File: src/rtl/dds_sweep_ctrl.sv
// Frequency-sweep sequencer: presents tuning words to the DDS core with a
// valid/ack handshake and holds each step for a number of sample strobes.
module dds_sweep_ctrl #(
    parameter int TW_WIDTH  = 32,
    parameter int CNT_WIDTH = 16
) (
    input  logic                 Fg_CLK,
    input  logic                 Fg_RESET,
    input  logic                 Start,
    input  logic                 Stop,
    input  logic                 SampleEn,
    input  logic [TW_WIDTH-1:0]  CfgStartTW,
    input  logic [TW_WIDTH-1:0]  CfgStepTW,
    input  logic [CNT_WIDTH-1:0] CfgNumSteps,
    input  logic [CNT_WIDTH-1:0] CfgDwell,
    input  logic                 CfgDir,
    input  logic                 CfgLoop,
    input  logic                 TwAck,
    output logic [TW_WIDTH-1:0]  TuningWord,
    output logic                 TwValid,
    output logic                 Busy,
    output logic                 Done,
    output logic [CNT_WIDTH-1:0] StepIdx
);

    typedef enum logic [1:0] {S_IDLE, S_PRESENT, S_DWELL, S_DONE} state_t;

    state_t state, state_nxt;

    logic [TW_WIDTH-1:0]  start_q, step_q, tw_q;
    logic [CNT_WIDTH-1:0] last_q, dwell_q, cnt_q, idx_q;
    logic                 dir_q, loop_q;
    logic                 accept, ack_hit, strobe, dwell_end, last_step;

    // last_q and dwell_q hold (count - 1) so a zero field behaves like one.
    assign accept    = (state == S_IDLE) && Start && !Stop;
    assign ack_hit   = (state == S_PRESENT) && TwAck && !Stop;
    assign strobe    = (state == S_DWELL) && SampleEn && !Stop;
    assign dwell_end = strobe && (cnt_q == dwell_q);
    assign last_step = (idx_q == last_q);

    always_ff @(posedge Fg_CLK or posedge Fg_RESET) begin
        if (Fg_RESET) begin
            state <= S_IDLE;
        end else begin
            state <= state_nxt;
        end
    end

    always_comb begin
        state_nxt = state;
        if (Stop) begin
            state_nxt = S_IDLE;
        end else begin
            unique case (state)
                S_IDLE:    if (Start) state_nxt = S_PRESENT;
                S_PRESENT: if (TwAck) state_nxt = S_DWELL;
                S_DWELL: begin
                    if (dwell_end) begin
                        state_nxt = (last_step && !loop_q) ? S_DONE : S_PRESENT;
                    end
                end
                S_DONE:    state_nxt = S_IDLE;
                default:   state_nxt = S_IDLE;
            endcase
        end
    end

    always_comb begin
        TwValid = (state == S_PRESENT);
        Busy    = (state == S_PRESENT) || (state == S_DWELL);
        Done    = (state == S_DONE);
    end

    always_ff @(posedge Fg_CLK or posedge Fg_RESET) begin
        if (Fg_RESET) begin
            start_q <= '0;
            step_q  <= '0;
            tw_q    <= '0;
            last_q  <= '0;
            dwell_q <= '0;
            cnt_q   <= '0;
            idx_q   <= '0;
            dir_q   <= 1'b0;
            loop_q  <= 1'b0;
        end else begin
            if (accept) begin
                start_q <= CfgStartTW;
                step_q  <= CfgStepTW;
                last_q  <= (CfgNumSteps == '0) ? '0 : CfgNumSteps - 1'b1;
                dwell_q <= (CfgDwell == '0) ? '0 : CfgDwell - 1'b1;
                dir_q   <= CfgDir;
                loop_q  <= CfgLoop;
                tw_q    <= CfgStartTW;
                idx_q   <= '0;
            end
            if (ack_hit) begin
                cnt_q <= '0;
            end
            if (strobe) begin
                if (!dwell_end) begin
                    cnt_q <= cnt_q + 1'b1;
                end else if (!last_step) begin
                    idx_q <= idx_q + 1'b1;
                    tw_q  <= dir_q ? tw_q - step_q : tw_q + step_q;
                end else if (loop_q) begin
                    idx_q <= '0;
                    tw_q  <= start_q;
                end
            end
        end
    end

    assign TuningWord = tw_q;
    assign StepIdx    = idx_q;

endmodule
File: config.mk
export PLATFORM = sky130hd
export DESIGN_NAME = dds_sweep_ctrl
export DESIGN_NICKNAME = d
export VERILOG_FILES = /design/src/rtl/dds_sweep_ctrl.sv
export SDC_FILE = /design/constraint.sdc
export NUM_CORES = 1
export LEC_CHECK = 0
export BUFFER_PORTS_ARGS = -buffer_cell sky130_fd_sc_hd__buf_2
export CAP_MARGIN = 10
export CORE_ASPECT_RATIO = 0.5
export CORE_UTILIZATION = 60
export DETAILED_ROUTE_END_ITERATION = 8
export PLACE_DENSITY = 0.9
export SYNTH_ARGS = -nofsm -noshare
export SYNTH_HDL_FRONTEND = slang
export SYNTH_SLANG_ARGS = --single-unit
File: constraint.sdc
create_clock -name Fg_CLK -period 11.49 [get_ports Fg_CLK]
set_input_delay 0.5745 -clock Fg_CLK [delete_from_list [all_inputs] [get_ports Fg_CLK]]
set_output_delay 0.5745 -clock Fg_CLK [all_outputs]
set_load 0.01 [all_outputs]
==> results of run 1 <==
-- layout by cell type (no fill, tap or decap), types with 23 or more instances in the layout --
master and n:
nand2_1 291, ha_1 40, nand3_1 31, xnor2_1 52, buf_2 154, a21oi_1 76
nor2_1 75, xor2_1 53, o21ai_0 100, inv_1 36, nor3_1 23, dfrtp_1 164
-- power breakdown --
| part | switching [µW] | leakage [µW] | internal (µW) | total [µW] |
|---|---|---|---|---|
| sequential | 245 | 0.00208 | 799 | 1040 |
| clock | 257 | 0.000295 | 351 | 608 |
| combinational | 1280 | 0.00339 | 906 | 2180 |
-- critical path: stages, from the launching register on --
cell	delay (ns)
dfrtp_1	0.47
nor4_4	0.47
and3_1	0.42
inv_1	0.12
nor3_1	0.35
a21oi_1	0.14
xnor2_1	0.14
ha_1	0.36
nand3_1	0.11
nor2_1	0.25
nand2_1	0.13
a211oi_1	0.25
nor2_1	0.15
o21ai_0	0.36
a211o_1	0.20
o211ai_2	0.08
-- cells by family after synthesis --
family / Yosys count / synth area share
AND/OR/NAND/NOR: 520 / 0.228
AO/OA/AOI/OAI: 307 / 0.183
flip-flops: 164 / 0.398
XOR/XNOR: 106 / 0.0907
buffers and inverters: 91 / 0.0343
adder cells (fa/ha/maj): 41 / 0.0504
multiplexers: 16 / 0.0160
-- path summary, 6_finish.rpt --
path | from | end | cells past startpoint
worst max-delay path | step_q[2] | TuningWord[31] | 15
worst min-delay path | Fg_RESET | TuningWord[6] | 2
worst max register to register | step_q[2] | TuningWord[31] | 15
worst min register to register | start_q[18] | start_q[18] | 2
max in group asynchronous | Fg_RESET | last_q[9] | 3
min in group Fg_CLK | CfgStepTW[27] | step_q[27] | 3
-- per-stage QoR --
| stage | setup slack (ns) | hold WS (ns) |
|---|---|---|
| after floorplan | 6.48 | 0.441 |
| after global placement | 7.59 | 0.454 |
| after detailed placement | 7.47 | 0.458 |
| after CTS | 7.40 | 0.317 |
| after global routing | 7.05 | 0.320 |
| final | 7.35 | 0.309 |
-- flip-flops by register name (all words and copies together) (netlist names), 2 cells and up --
name and count:
dwell_q 16, StepIdx 16, state 2, TuningWord 32
last_q 16, start_q 32, cnt_q 16, step_q 32
-- layer usage --
layer  share of wire  GRT usage  up-vias
li1                -          -     4573
met1            0.43      0.442     4708
met2            0.47      0.547      463
met3           0.079     0.0639       69
met4           0.027      0.125        0
met5               0          0        -
-- Yosys cell counts (11+ instances only) --
cell type,count,area (µm²)
and3_1,20,125
dfrtp_1,164,4100
a21o_1,18,135
xnor2_1,52,455
or3_1,11,68.8
nand2_1,291,1090
mux2i_1,12,120
xor2_1,53,464
nor3_1,23,115
inv_1,37,139
nor4_1,16,100
o21ai_0,100,500
ha_1,40,500
nand3_1,31,155
a31oi_1,20,125
clkbuf_1,40,150
nor2_1,76,285
a21oi_1,76,380
-- area by class of cell --
type,instances,share of cell area
well taps,227,0.0240
multi-input cells,990,0.496
clock inverters,13,0.0145
clock buffers,19,0.0374
repair buffers,160,0.0689
flip-flops and latches,164,0.347
inverters,37,0.0122
==> impl_metrics.py, run 1 <==
metrics = {
    "drt": {
        "ant_nets": 0,
        "drt-initial-drc-count": 747,
        "wl_mm": 28.9,
        "routed_via_density": 6.10,
        "first_pass_iters": 7,
        "vias": 9813,
        "drc": 0,
        "wl_per_cell_um": 17.9,
    },
    "global_route": {
        "grtUsageTotal": 0.332,
        "grt-ovfl-total": 0,
        "antenna_found_initial": 0,
        "grt_max_degree": 102,
        "grt_pass1_wl_mm": 46.4,
        "grt_pass1_vias": 9409,
    },
    "sta": {
        "rsz0062_at_grt": "no",
        "tightest_slew_ns": 1.23,
        "fmax_ghz": 0.242,
        "post-route-period-util": 0.360,
        "setup_viol": 0,
        "min_period_ns": 4.14,
        "drv_slew": 0,
        "hold_violations": 0,
        "skew_ns": 0.0152,
        "finalSetupTns_ns": 0,
        "maxSlewHeadroom": 0.176,
    },
    "floorplan": {
        "chipWidth_um": 187,
        "fp.coreArea_mm2": 0.0166,
        "initial_core_util": 0.622,
        "rows": 33,
        "die_h_um": 94.7,
        "pin_count": 155,
        "die_area_mm2": 0.0178,
    },
    "worst_setup_path": {
        "startpoint_type": "flip-flop",
        "end_kind": "flip-flop",
        "crit_type": "flip-flop to flip-flop",
        "cp_data_required_time_ns": 11.80,
        "rrSetupSlack_ns": 7.35,
        "crit_fanout": 7,
        "critPathArrivalTime_ns": 4.45,
    },
    "flow_run": {
        "drv_cap": 0,
    },
    "finish": {
        "post-route-util": 0.713,
        "multiInputGateArea_mm2": 0.00587,
        "register_area_mm2": 0.00410,
        "design_area_mm2": 0.0118,
        "finalNonFillerCells": 1610,
        "fillers": 1247,
        "n_antenna_cell": 0,
        "nets": 1515,
        "drive_gt1_frac": 0.161,
        "syn2layout_area_growth_pct": 14.7,
    },
    "clocking": {
        "cts-root-buf": "clkbuf_16",
        "post_cts_buffers": 0,
        "cts.sinks": 164,
        "ctsHoldBuffers": 0,
        "cts-htree-levels": 4,
        "cts_buffer_depth": 2,
        "clock_latency_ns": 0.45,
        "cts_tree": "done",
        "clkTransAtPathRegs_ns": 0.07,
        "cts_buffers": 17,
        "ctsResizeCount": 0,
    },
    "synth": {
        "ys_ff_latch": 164,
        "seq_area_frac_synth": 0.398,
        "synth.distinct_cells": 72,
        "synthArstFlopShare": 1.00,
        "synth_flop_cell": "dfrtp_1",
        "syn_inst": 1245,
        "synth_nets": 1390,
        "yosys_warnings": 0,
        "synth_edf_count": 0,
        "syn_area_mm2": 0.0103,
        "avgSynthCellArea_um2": 8.29,
    },
    "pwr": {
        "p_total_uw": 3840,
        "power.leakage_uw": 0.00577,
        "max-vdd-ir-drop_mv": 0.150,
        "pwr_density_cell_mw_per_mm2": 324,
    },
    "place": {
        "placed_area_mm2": 0.0112,
        "dp_hpwl_mm": 20.3,
        "placed_cells": 1578,
        "port_buffers": 154,
        "gp_congestion": 0.902,
    },
    "min_path": {
        "holdCritPathClass": "input pin to asynchronous set/reset pin",
    },
    "outcome": {
        "status": "complete, no violations",
    },
}
Note: power is estimated with default switching activity, not from simulation.
==> run 2, diff against run 1 <==
CORE_UTILIZATION = 53   (was 60)
PLACE_DENSITY = 0.85   (was 0.9)
clock period = 3.67 ns   (was 11.49 ns; I/O delays follow)
==> run 2 against run 1 <==
The run now ends with negative hold slack, negative setup slack left. Sequential share of layout area decreased by 2.7 points. Final cell count increased by 8.2%. Register-to-register slack lost 7.4 ns. Critical path type unchanged. Largest power group unchanged.
==> impl_metrics.py, run 2 (same netlist as run 1, synthesis figures left out) <==
metrics = {
    "drt": {
        "wl_met2_mm": 13.9,
        "wl_met3_mm": 2.30,
        "drt-initial-drc-count": 888,
        "first_pass_iters": 5,
        "ant_nets": 0,
        "wl_per_cell_um": 17.4,
        "routed_via_density": 5.85,
        "route.top_layer_used": "met4",
        "vias": 10200,
        "wl_mm": 30.4,
        "drc": 0,
        "wl_met1_mm": 13.3,
    },
    "sta": {
        "final.setup.worst_slack_ns": -0.0117,
        "drv_slew": 0,
        "post-route-period-util": 1.00,
        "min_period_ns": 3.68,
        "finalSetupTns_ns": -0.0117,
        "tightest_slew_ns": 1.03,
        "skew_ns": 0.0157,
        "fmax_ghz": 0.272,
        "maxSlewHeadroom": 0.308,
        "setup_viol": 1,
        "hold_slack_ns": -0.0158,
        "rsz0062_at_grt": "yes",
        "hold_violations": 4,
    },
    "outcome": {
        "status": "finished with violations",
        "violations": "negative hold slack, negative setup slack",
    },
    "finish": {
        "nets": 1615,
        "layout_common_cells": "nand2_1 (291), dfrtp_1 (162), buf_2 (154), o21ai_0 (98), a21oi_1 (75)",
        "post-route-util": 0.686,
        "n_antenna_cell": 0,
        "layout_commonest_cell": "nand2_1",
        "drive_gt1_frac": 0.189,
        "syn2layout_area_growth_pct": 24.6,
    },
    "pwr": {
        "pwr_density_cell_mw_per_mm2": 974,
        "power.leakage_uw": 0.00620,
        "max-vdd-ir-drop_mv": 0.559,
    },
    "worst_setup_path": {
        "end_kind": "flip-flop",
        "critPathArrivalTime_ns": 4.01,
        "startpoint_type": "flip-flop",
        "crit_type": "flip-flop to flip-flop",
        "cp_data_required_time_ns": 4.00,
        "crit_fanout": 5,
    },
    "floorplan": {
        "rows": 35,
        "die_area_mm2": 0.0201,
        "fp.coreArea_mm2": 0.0187,
        "chipWidth_um": 199,
        "die_h_um": 101,
        "initial_core_util": 0.551,
        "pin_count": 155,
    },
    "clocking": {
        "cts.sinks": 164,
        "cts_buffers": 17,
        "cts_tree": "done",
        "clock_latency_ns": 0.44,
        "cts_buffer_depth": 2,
        "cts-root-buf": "clkbuf_16",
        "clkTransAtPathRegs_ns": 0.07,
        "cts-htree-levels": 4,
    },
    "place": {
        "dp_hpwl_mm": 21.2,
        "dpl_worst_slack_ns": -0.0758,
        "port_buffers": 154,
        "gp_congestion": 0.991,
    },
    "global_route": {
        "grt_pass1_vias": 9786,
        "grt_max_degree": 165,
        "grtUsageTotal": 0.307,
        "grt-ovfl-total": 0,
        "antenna_found_initial": 0,
        "grt_pass1_wl_mm": 48.3,
    },
    "flow_run": {
        "drv_cap": 0,
    },
    "min_path": {
        "holdCritPathClass": "input pin to asynchronous set/reset pin",
    },
}
[run 2: routing by layer]
| metal | vias up | track usage |
|---|---|---|
| li1 | 4778 | - |
| met1 | 4890 | 0.422 |
| met2 | 438 | 0.487 |
| met3 | 90 | 0.0569 |
| met4 | 0 | 0.112 |
| met5 | - | 0 |
[run 2: worst paths after layout]
kind,end,start,cells past startpoint,slack (ns)
setup / recovery,TuningWord[28],step_q[5],13,-0.01
hold / removal,step_q[0],Fg_RESET,3,-0.02
setup reg to reg,TuningWord[28],step_q[5],13,-0.01
hold reg to reg,start_q[17],start_q[17],2,0.47
max in group asynchronous,last_q[2],Fg_RESET,3,2.99
min in group Fg_CLK,start_q[27],CfgStartTW[27],3,0.01
[run 2: area by class of cell]
cell class | instances | area (µm²)
clock buffer | 20 | 467
clock inverter | 12 | 96.3
fill | 1414 | 5890
inverter | 37 | 143
multi-input combinational | 990 | 5970
sequential | 164 | 4110
tap | 259 | 324
timing repair buffer | 260 | 1740
[run 2: critical path, cell delays in order (launching register included)]
cell and delay, ns:
dfrtp_2 0.45, nor4_4 0.35, buf_4 0.19, a31oi_1 0.10
xnor2_1 0.34, ha_1 0.36, and3_4 0.23, a221oi_4 0.32
o21ai_2 0.10, o2111ai_2 0.28, a2111oi_2 0.13, o21a_1 0.21
or3_1 0.30, a31o_1 0.20
[run 2: stage by stage]
step / power [µW] / hold slack (ns) / cell area [µm²] / instances
after global placement: 10000 / 0.372 / 11600 / 1646
after detailed placement: 10300 / 0.375 / 11600 / 1646
after floorplan: 8180 / 0.247 / 10300 / 1245
final: 12500 / -0.0158 / 12900 / 1742
after global routing: 13400 / 0.000251 / 12900 / 1742
after CTS: 12100 / 0.00387 / 12700 / 1739
[run 2: report_power, final]
part | internal, µW | switching [µW] | total, µW | leakage, µW
Sequential | 2500 | 765 | 3270 | 0.00208
Clock | 929 | 795 | 1720 | 0.000266
Combinational | 3300 | 4230 | 7530 | 0.00385
Total | 6730 | 5790 | 12500 | 0.00620
[run 2: repair_timing]
| item | 4_1_cts | 5_1_grt |
|---|---|---|
| pin swaps | 0 | 6 |
| endpoints found under the setup margin | 6 | 10 |
| setup buffers | 0 | 3 |
| cloned | 0 | 0 |
| endpoints found under the hold margin | 62 | 0 |
| hold buffers | 61 | 0 |
| resized for setup | 3 | 23 |
